## config.mk

```make
export PLATFORM = sky130hd
export DESIGN_NAME = aes_block_loader
export DESIGN_NICKNAME = d
export VERILOG_FILES = /design/src/rtl/aes_block_loader.sv
export SDC_FILE = /design/constraint.sdc
export NUM_CORES = 1
export LEC_CHECK = 0
export ABC_CLOCK_PERIOD_IN_PS = 6850
export BUFFER_PORTS_ARGS = -buffer_cell sky130_fd_sc_hd__buf_4
export CAP_MARGIN = 15
export CORE_MARGIN = 8
export CORE_UTILIZATION = 57
export CTS_BUF_LIST = sky130_fd_sc_hd__clkbuf_16
export CTS_CLUSTER_SIZE = 28
export DETAILED_ROUTE_END_ITERATION = 12
export PLACE_DENSITY = 0.85
export SYNTH_ARGS = -nofsm -noshare
export SYNTH_HDL_FRONTEND = slang
export SYNTH_SLANG_ARGS = --single-unit
```

## constraint.sdc

```tcl
create_clock -name clk -period 6.85 [get_ports clk]
set_clock_uncertainty 0.2 [all_clocks]
set_input_delay 0.3425 -clock clk [delete_from_list [all_inputs] [get_ports clk]]
set_output_delay 0.3425 -clock clk [all_outputs]
set_load 0.02 [all_outputs]
```

## src/rtl/aes_block_loader.sv

```systemverilog
// Byte-serial key/data assembler that feeds the AES core.
// Key bytes are stored MSB-justified, data bytes go first-byte-high, and each finished block is held until the core accepts it.
module aes_block_loader #(
   parameter int unsigned DATA_BYTES = 16,
   parameter int unsigned KEY_BYTES  = 32
) (
   input  logic                    clk,
   input  logic                    reset,
   input  logic [1:0]              sel,
   input  logic                    reload_key,
   input  logic                    in_valid,
   input  logic [7:0]              in_byte,
   output logic                    in_ready,
   output logic [8*KEY_BYTES-1:0]  key_out,
   output logic [8*DATA_BYTES-1:0] data_out,
   output logic [1:0]              sel_out,
   output logic                    block_valid,
   input  logic                    block_ready,
   output logic                    err_nokey
);

   localparam int unsigned KW  = 8 * KEY_BYTES;
   localparam int unsigned DW  = 8 * DATA_BYTES;
   localparam int unsigned KIW = $clog2(KW);
   localparam int unsigned DIW = $clog2(DW);

   typedef enum logic [1:0] {IDLE, LOAD_KEY, LOAD_DATA, HOLD} state_t;

   state_t         state;
   logic [5:0]     cnt;
   logic           key_loaded;
   logic [5:0]     key_last;
   logic [KIW-1:0] key_idx;
   logic [DIW-1:0] data_idx;
   logic           accept;

   always_comb begin
      in_ready = reset && (state != HOLD);
      accept   = in_valid && in_ready;
      case (sel_out)
         2'b00:   key_last = 6'd15;
         2'b01:   key_last = 6'd23;
         default: key_last = 6'(KEY_BYTES - 1);
      endcase
      // Top bit of the byte lane addressed by cnt, counting down from the MSB.
      key_idx  = KIW'(KW - 1) - KIW'({cnt, 3'b000});
      data_idx = DIW'(DW - 1) - DIW'({cnt, 3'b000});
   end

   always_ff @(posedge clk or negedge reset) begin
      if (!reset) begin
         state       <= IDLE;
         cnt         <= '0;
         key_loaded  <= 1'b0;
         key_out     <= '0;
         data_out    <= '0;
         sel_out     <= '0;
         block_valid <= 1'b0;
         err_nokey   <= 1'b0;
      end else begin
         err_nokey <= 1'b0;
         case (state)
            IDLE: begin
               if (accept) begin
                  sel_out <= sel;
                  if (reload_key) begin
                     key_out <= {in_byte, {(KW-8){1'b0}}};
                     cnt     <= 6'd1;
                     state   <= LOAD_KEY;
                  end else if (key_loaded) begin
                     data_out[DW-1 -: 8] <= in_byte;
                     cnt                 <= 6'd1;
                     state               <= LOAD_DATA;
                  end else begin
                     err_nokey <= 1'b1;
                  end
               end
            end
            LOAD_KEY: begin
               if (accept) begin
                  key_out[key_idx -: 8] <= in_byte;
                  if (cnt == key_last) begin
                     key_loaded <= 1'b1;
                     cnt        <= '0;
                     state      <= LOAD_DATA;
                  end else begin
                     cnt <= cnt + 6'd1;
                  end
               end
            end
            LOAD_DATA: begin
               if (accept) begin
                  data_out[data_idx -: 8] <= in_byte;
                  if (cnt == 6'(DATA_BYTES - 1)) begin
                     cnt         <= '0;
                     block_valid <= 1'b1;
                     state       <= HOLD;
                  end else begin
                     cnt <= cnt + 6'd1;
                  end
               end
            end
            HOLD: begin
               if (block_valid && block_ready) begin
                  block_valid <= 1'b0;
                  cnt         <= '0;
                  state       <= IDLE;
               end
            end
            default: state <= IDLE;
         endcase
      end
   end

endmodule
```

### Word level (Yosys, flattened, before mapping)

Cells that the tools add are included.

| cells by class | value |
|---|---|
| equality and inequality tests | 17 |
| shift-type cells | 4 |
| reductions and logical operators | 16 |
| muxes and demuxes | 38 |
| $add $sub $neg | 5 |

Operator list:

| kind | number |
|---|---|
| two-way mux 256 bit | 3 |
| case mux 256 bit (2 select lines) | 1 |
| variable shift 8 x 10 -> 263 bit, first input constant | 1 |
| indexed part select 8 x 10 -> 263 bit | 1 |
| bitwise mux 256 bit | 1 |
| variable shift 8 x 9 -> 135 bit, first input constant | 1 |
| indexed part select 8 x 9 -> 135 bit | 1 |
| bitwise mux 128 bit | 1 |
| two-way mux 128 bit | 1 |
| two-way mux 6 bit | 8 |
| two-way mux 8 bit | 3 |
| case mux 6 bit (4 select lines) | 1 |
| inequality test 2 bit, second input constant | 10 |
| two-way mux 2 bit | 8 |
| case mux 8 bit (2 select lines) | 1 |
| negator 8 -> 10 bit | 1 |
| case mux 5 bit (2 select lines) | 1 |
| AND reduction 5 bit | 2 |
| negator 7 -> 9 bit | 1 |
| case mux 2 bit (4 select lines) | 1 |
| AND reduction 4 bit | 2 |
| subtractor 8 bit, first input constant | 1 |
| two-way mux 1 bit | 7 |
| AND reduction 7 bit | 1 |
| 13 further kinds | 21 |

| word-level totals | value |
|---|---|
| output and inout port bits | 389 |
| bits in registers | 397 |
| input port bits | 15 |
| word-level logic and storage cells | 89 |

### Longest topological paths before layout

| logic depth | value |
|---|---|
| depth after elaboration | 6 |
| gate-level depth with buffers | 10 |
| mapped depth without buffers | 6 |

### Worst setup path after synthesis

No wires, ideal clock.

| timing path | value |
|---|---|
| path type | flip-flop to flip-flop |
| start | reg cnt[0] |
| end | reg key_out[120] |
| slack | 4.424 ns |
| clock period less this slack | 2.426 ns |
| arrival | 2.096 ns |
| library setup time | 0.130 ns |
| buffers on the path | 3 |
| required time | 6.520 ns |
| stages on the path, launching flop included | 10 |
| path through | dfrtp_1 -> clkbuf_1 -> inv_1 -> ha_1 -> buf_1 -> nor3b_1 -> nand4_1 -> and2_0 -> clkbuf_1 -> o2bb2ai_1 |

| on the way | value |
|---|---|
| word-level cells in the longest chain between the ends | 6 |
| elaborated cells on any way between the ends | 7 |
| those cells by class | 2 x add/sub; 2 x shift; 3 x mux |

Ends and longest elaborated chain:

| element | RTL line | RTL |
|---|---|---|
| from (decl) | 30 | `logic [5:0] cnt;` |
| from (signal assigned) | 87 | `cnt <= cnt + 6'd1;` |
| from (signal assigned) | 99 | `cnt <= cnt + 6'd1;` |
| subtractor 8 bit (*) | 46 | `key_idx = KIW'(KW - 1) - KIW'({cnt, 3'b000});` |
| negator 8 -> 10 bit (*) | 81 | `key_out[key_idx -: 8] <= in_byte;` |
| indexed part select 8 x 10 -> 263 bit or variable shift 8 x 10 -> 263 bit (tied branches) | 81 |  |
| bitwise mux 256 bit (*) | 81 |  |
| two-way mux 256 bit (*) | 80 | `if (accept) begin` |
| case mux 256 bit (2 select lines) (*) | 62 | `case (state)` |
| to (signal assigned) | 67 | `key_out <= {in_byte, {(KW-8){1'b0}}};` |
| to (signal, indexed assignment) | 81 |  |
| to (decl) | 14 | `output logic [8*KEY_BYTES-1:0] key_out,` |

Mark *: on every way between the ends. The rest lies on a longest branch, timed or not. The select of a mux whose other input is x is not followed.
A chain may end at the register's enable or synchronous reset.

### Final worst setup path

| timing path | value |
|---|---|
| start | reg state[1] |
| end | reg key_out[217] |

| on the way | value |
|---|---|
| word-level cells in the longest chain between the ends | 5 |
| elaborated cells on any way between the ends | 11 |
| those cells by class | 5 x eq/ne; 1 x mux; 5 x reduce/logical |

Ends and longest elaborated chain:

| element | RTL line | RTL |
|---|---|---|
| from (decl) | 29 | `state_t state;` |
| from (signal assigned) | 52 | `state <= IDLE;` |
| from (signal assigned) | 69 | `state <= LOAD_KEY;` |
| from (signal assigned) | 73 | `state <= LOAD_DATA;` |
| inequality test 2 bit | 38 | `in_ready = reset && (state != HOLD);` |
| logical AND 1 bit | 38 |  |
| logical AND 1 bit | 39 | `accept = in_valid && in_ready;` |
| inequality test 2 bit (no source line) | - |  |
| AND reduction 4 bit (no source line) | - |  |

Several ways; a longest one is shown, not always the timed one.

==> results.ini <==
[status]
status=complete, no violations

[synth]
avgSynthCellArea_um2=11.23
synth_ff_type=dfrtp_1
synth_fp_nets=1442
synth_edf_count=0
yosys_warnings=0
async_flop_share_pct=100.0
ys_types=40
synth_area_leader_cell=dfrtp_1
ys_seq_elements=397
synth_top_area_share_pct=62.44
syn_inst=1417
synth_area_leaders=dfrtp_1 62%, o21ai_0 7.4%, nand3_1 6.6%, mux2_2 6.0%, a22o_1 4.0%
synth_area_mm2=0.01591
seq_area_frac_synth_pct=62.44

[route]
antenna_left=0
dr_total_vias=13420
top_layer=met4
dr_wl_met2_mm=25.23
routed_wl_mm=52.88
drtPass1Iterations=5
met1_length_mm=20.06
routedWlPerCell_um=24.10
drt_iter0_drc=1422
viasPerCell=6.115
drc_errors=0
wl_met3_mm=5.396

[sta]
period_minus_slack_ns=4.006
hold_viol=0
worst_pin_slew_ns=1.151
layout_setup_ws_ns=2.844
setup_viol=0
max_freq_mhz=249.6
maxSlewHeadroom_pct=22.85
finalSetupTns_ns=0
rsz0062_at_grt=no
finalCritPeriodShare_pct=58.48
drv_slew=0

[placed_design]
place_congestion=0.8356
place_hpwl_mm=36.59
dp.cells=2114
port_buffers=403
dp_slack_ns=2.852

[clock_network]
h-tree-depth=2
cts_num_sinks=397
root_buffer=clkbuf_16
cts_tree=done
cts_resized=0
clk_latency_ns=0.52
numCtsBuffers=39
clk_path_buf_depth=3
path_clk_slew_ns=0.07

[pwr]
p_int_w=0.004236
max-vdd-ir-drop_mv=0.1969
p_switching_w=0.001712
swShare_pct=28.78
power_frac_seq_pct=42.8
p_per_area_mw_per_mm2=288.2
p_comb_share_pct=17.5
leakagePower_nw=10.23
clock_power_share_pct=39.7

[global_routing]
grt_use_total_pct=31.07
grt_max_degree=165
antenna_found_initial=1
grt-ovfl-total=0
grt_pass1_vias=13930
grt_pass1_wl_mm=81.52

[floorplan]
pin_count=404
die_h_um=183.1
die_w_um=183.1
start_util_pct=57.59
die_area_mm2=0.03352
core_mm2=0.02763
rows=61

[cells_and_area]
layout.cells.non_filler=2194
fin_nets=1810
synthToLayoutAreaGrowth_pct=29.71
n_fill_cell=1844
ff_latch_area_mm2=0.009935
multi_input_comb_area_mm2=0.005590
drive_gt1_share_pct=31.13

[worst_setup_path]
crit_type=register to register
cp-end-kind=register
reg2reg_depth=8
worstPathMaxFanout=104
startpoint_type=register
arrival_ns=4.16
cp_data_required_time_ns=7.00

[flow_run]
drv_cap=0

[min_path]
hold_class=input pin to register
hold_depth=3

[layer usage]
metal / global-route usage, % / up-vias
met5: 0 / -
met4: 12.88 / 0
met3: 9.438 / 136
met2: 51.69 / 739
met1: 37.40 / 6738
li1: - / 5804
[critical path, cell delays in order (launching register included)]
cell and delay [ns]:
dfrtp_1 0.41, inv_1 0.11, ha_2 0.77, mux2_2 0.64, nand3_4 0.58, buf_4 0.46
buf_16 0.26, nand3_1 0.17, o21ai_0 0.17
[flip-flops by register name, indices dropped and copies added (netlist names)]
register	cells
block_valid	1
cnt	6
err_nokey	1
key_out	256
state	2
data_out	128
sel_out	2
key_loaded	1
[worst paths after layout]
path	startpoint	to	slack (ns)
worst max register to register	state[1]	key_out[217]	2.84
max in group asynchronous	reset	key_out[117]	4.43
min in group asynchronous	reset	key_out[23]	0.16
worst max-delay path	state[1]	key_out[217]	2.84
worst min-delay path	in_byte[6]	data_out[62]	0.05
worst min register to register	key_out[253]	key_out[253]	0.28
[layout make-up]
cell class | instances | share of cell area, %
clock buffer | 41 | 4.971
inverter | 8 | 0.1455
clock inverter | 30 | 1.898
multi-input combinational | 921 | 27.09
timing repair buffer | 418 | 15.46
antenna | 1 | 0.01212
tap | 378 | 2.292
sequential | 397 | 48.14
[power by group through the flow]
stage | combinational, W | sequential (W) | clock (W)
after CTS | 0.00103 | 0.00254 | 0.00237
after floorplan | 0.000550 | 0.00265 | 0
after global routing | 0.00113 | 0.00256 | 0.00247
after detailed placement | 0.00102 | 0.00259 | 0
after global placement | 0.000994 | 0.00258 | 0
final | 0.00104 | 0.00255 | 0.00236
[kinds of logic after synthesis]
logic type,count (synthesis),share of synthesized area [%]
AO/OA/AOI/OAI,330,12.54
adder cells (fa/ha/maj),10,0.7863
buffers and inverters,99,2.626
flip-flops,397,62.44
multiplexers,90,6.330
AND/OR/NAND/NOR,491,15.28
[synth_stat cells (2+ instances only)]
master and count:
buf_6 2, nand2b_1 7, a211oi_1 2, nor3_1 8
ha_1 10, o21ai_1 2, nand3b_1 2, or3_1 5
dfrtp_1 397, o21ai_0 234, mux2i_1 5, nand2_1 127
nor2b_1 9, clkbuf_1 60, nor2_1 29, a21oi_1 4
buf_1 4, a22o_1 72, o2bb2ai_1 6, mux2_2 85
nor3b_1 2, nand3_1 211, nand4_1 28, nor4_1 2
inv_1 7, buf_2 25, and3_1 6, a21o_1 4
nor4b_1 3, and2_1 47, and3b_1 3
[per-stage QoR]
stage / hold WS (ns) / util, % / power (W) / cell area (µm²)
5_1_grt: 0.04636 / 74.70 / 0.006152 / 20640
2_1_floorplan: -0.1531 / - / 0.003204 / 15910
6_report: 0.05330 / 74.70 / 0.005948 / 20640
4_1_cts: 0.02105 / 74.57 / 0.005949 / 20600
3_5_place_dp: 0.1051 / 69.22 / 0.003607 / 19130
3_3_place_gp: 0.1053 / 69.22 / 0.003574 / 19130
[placed cells by master (no fill, tap or decap), drive strengths merged, types with 5 or more instances in the layout]
cell and instances:
a22o 72, and2 48, and3 6, buf 411
bufinv 10, clkbuf 42, clkinv 14, dfrtp 397
dlygate4sd3 6, ha 10, inv 12, mux2 85
mux2i 5, nand2 127, nand2b 7, nand3 211
nand4 28, nor2 29, nor2b 9, nor3 8
o21ai 236, o2bb2ai 6, or3 5
[what timing repair did]
item | in CTS | in global routing
hold buffers | 6 | 0
setup endpoints to repair | 0 | 0
setup buffers | 0 | 0
hold endpoints to repair | 63 | 0
Note: power is estimated with default switching activity, not from simulation.
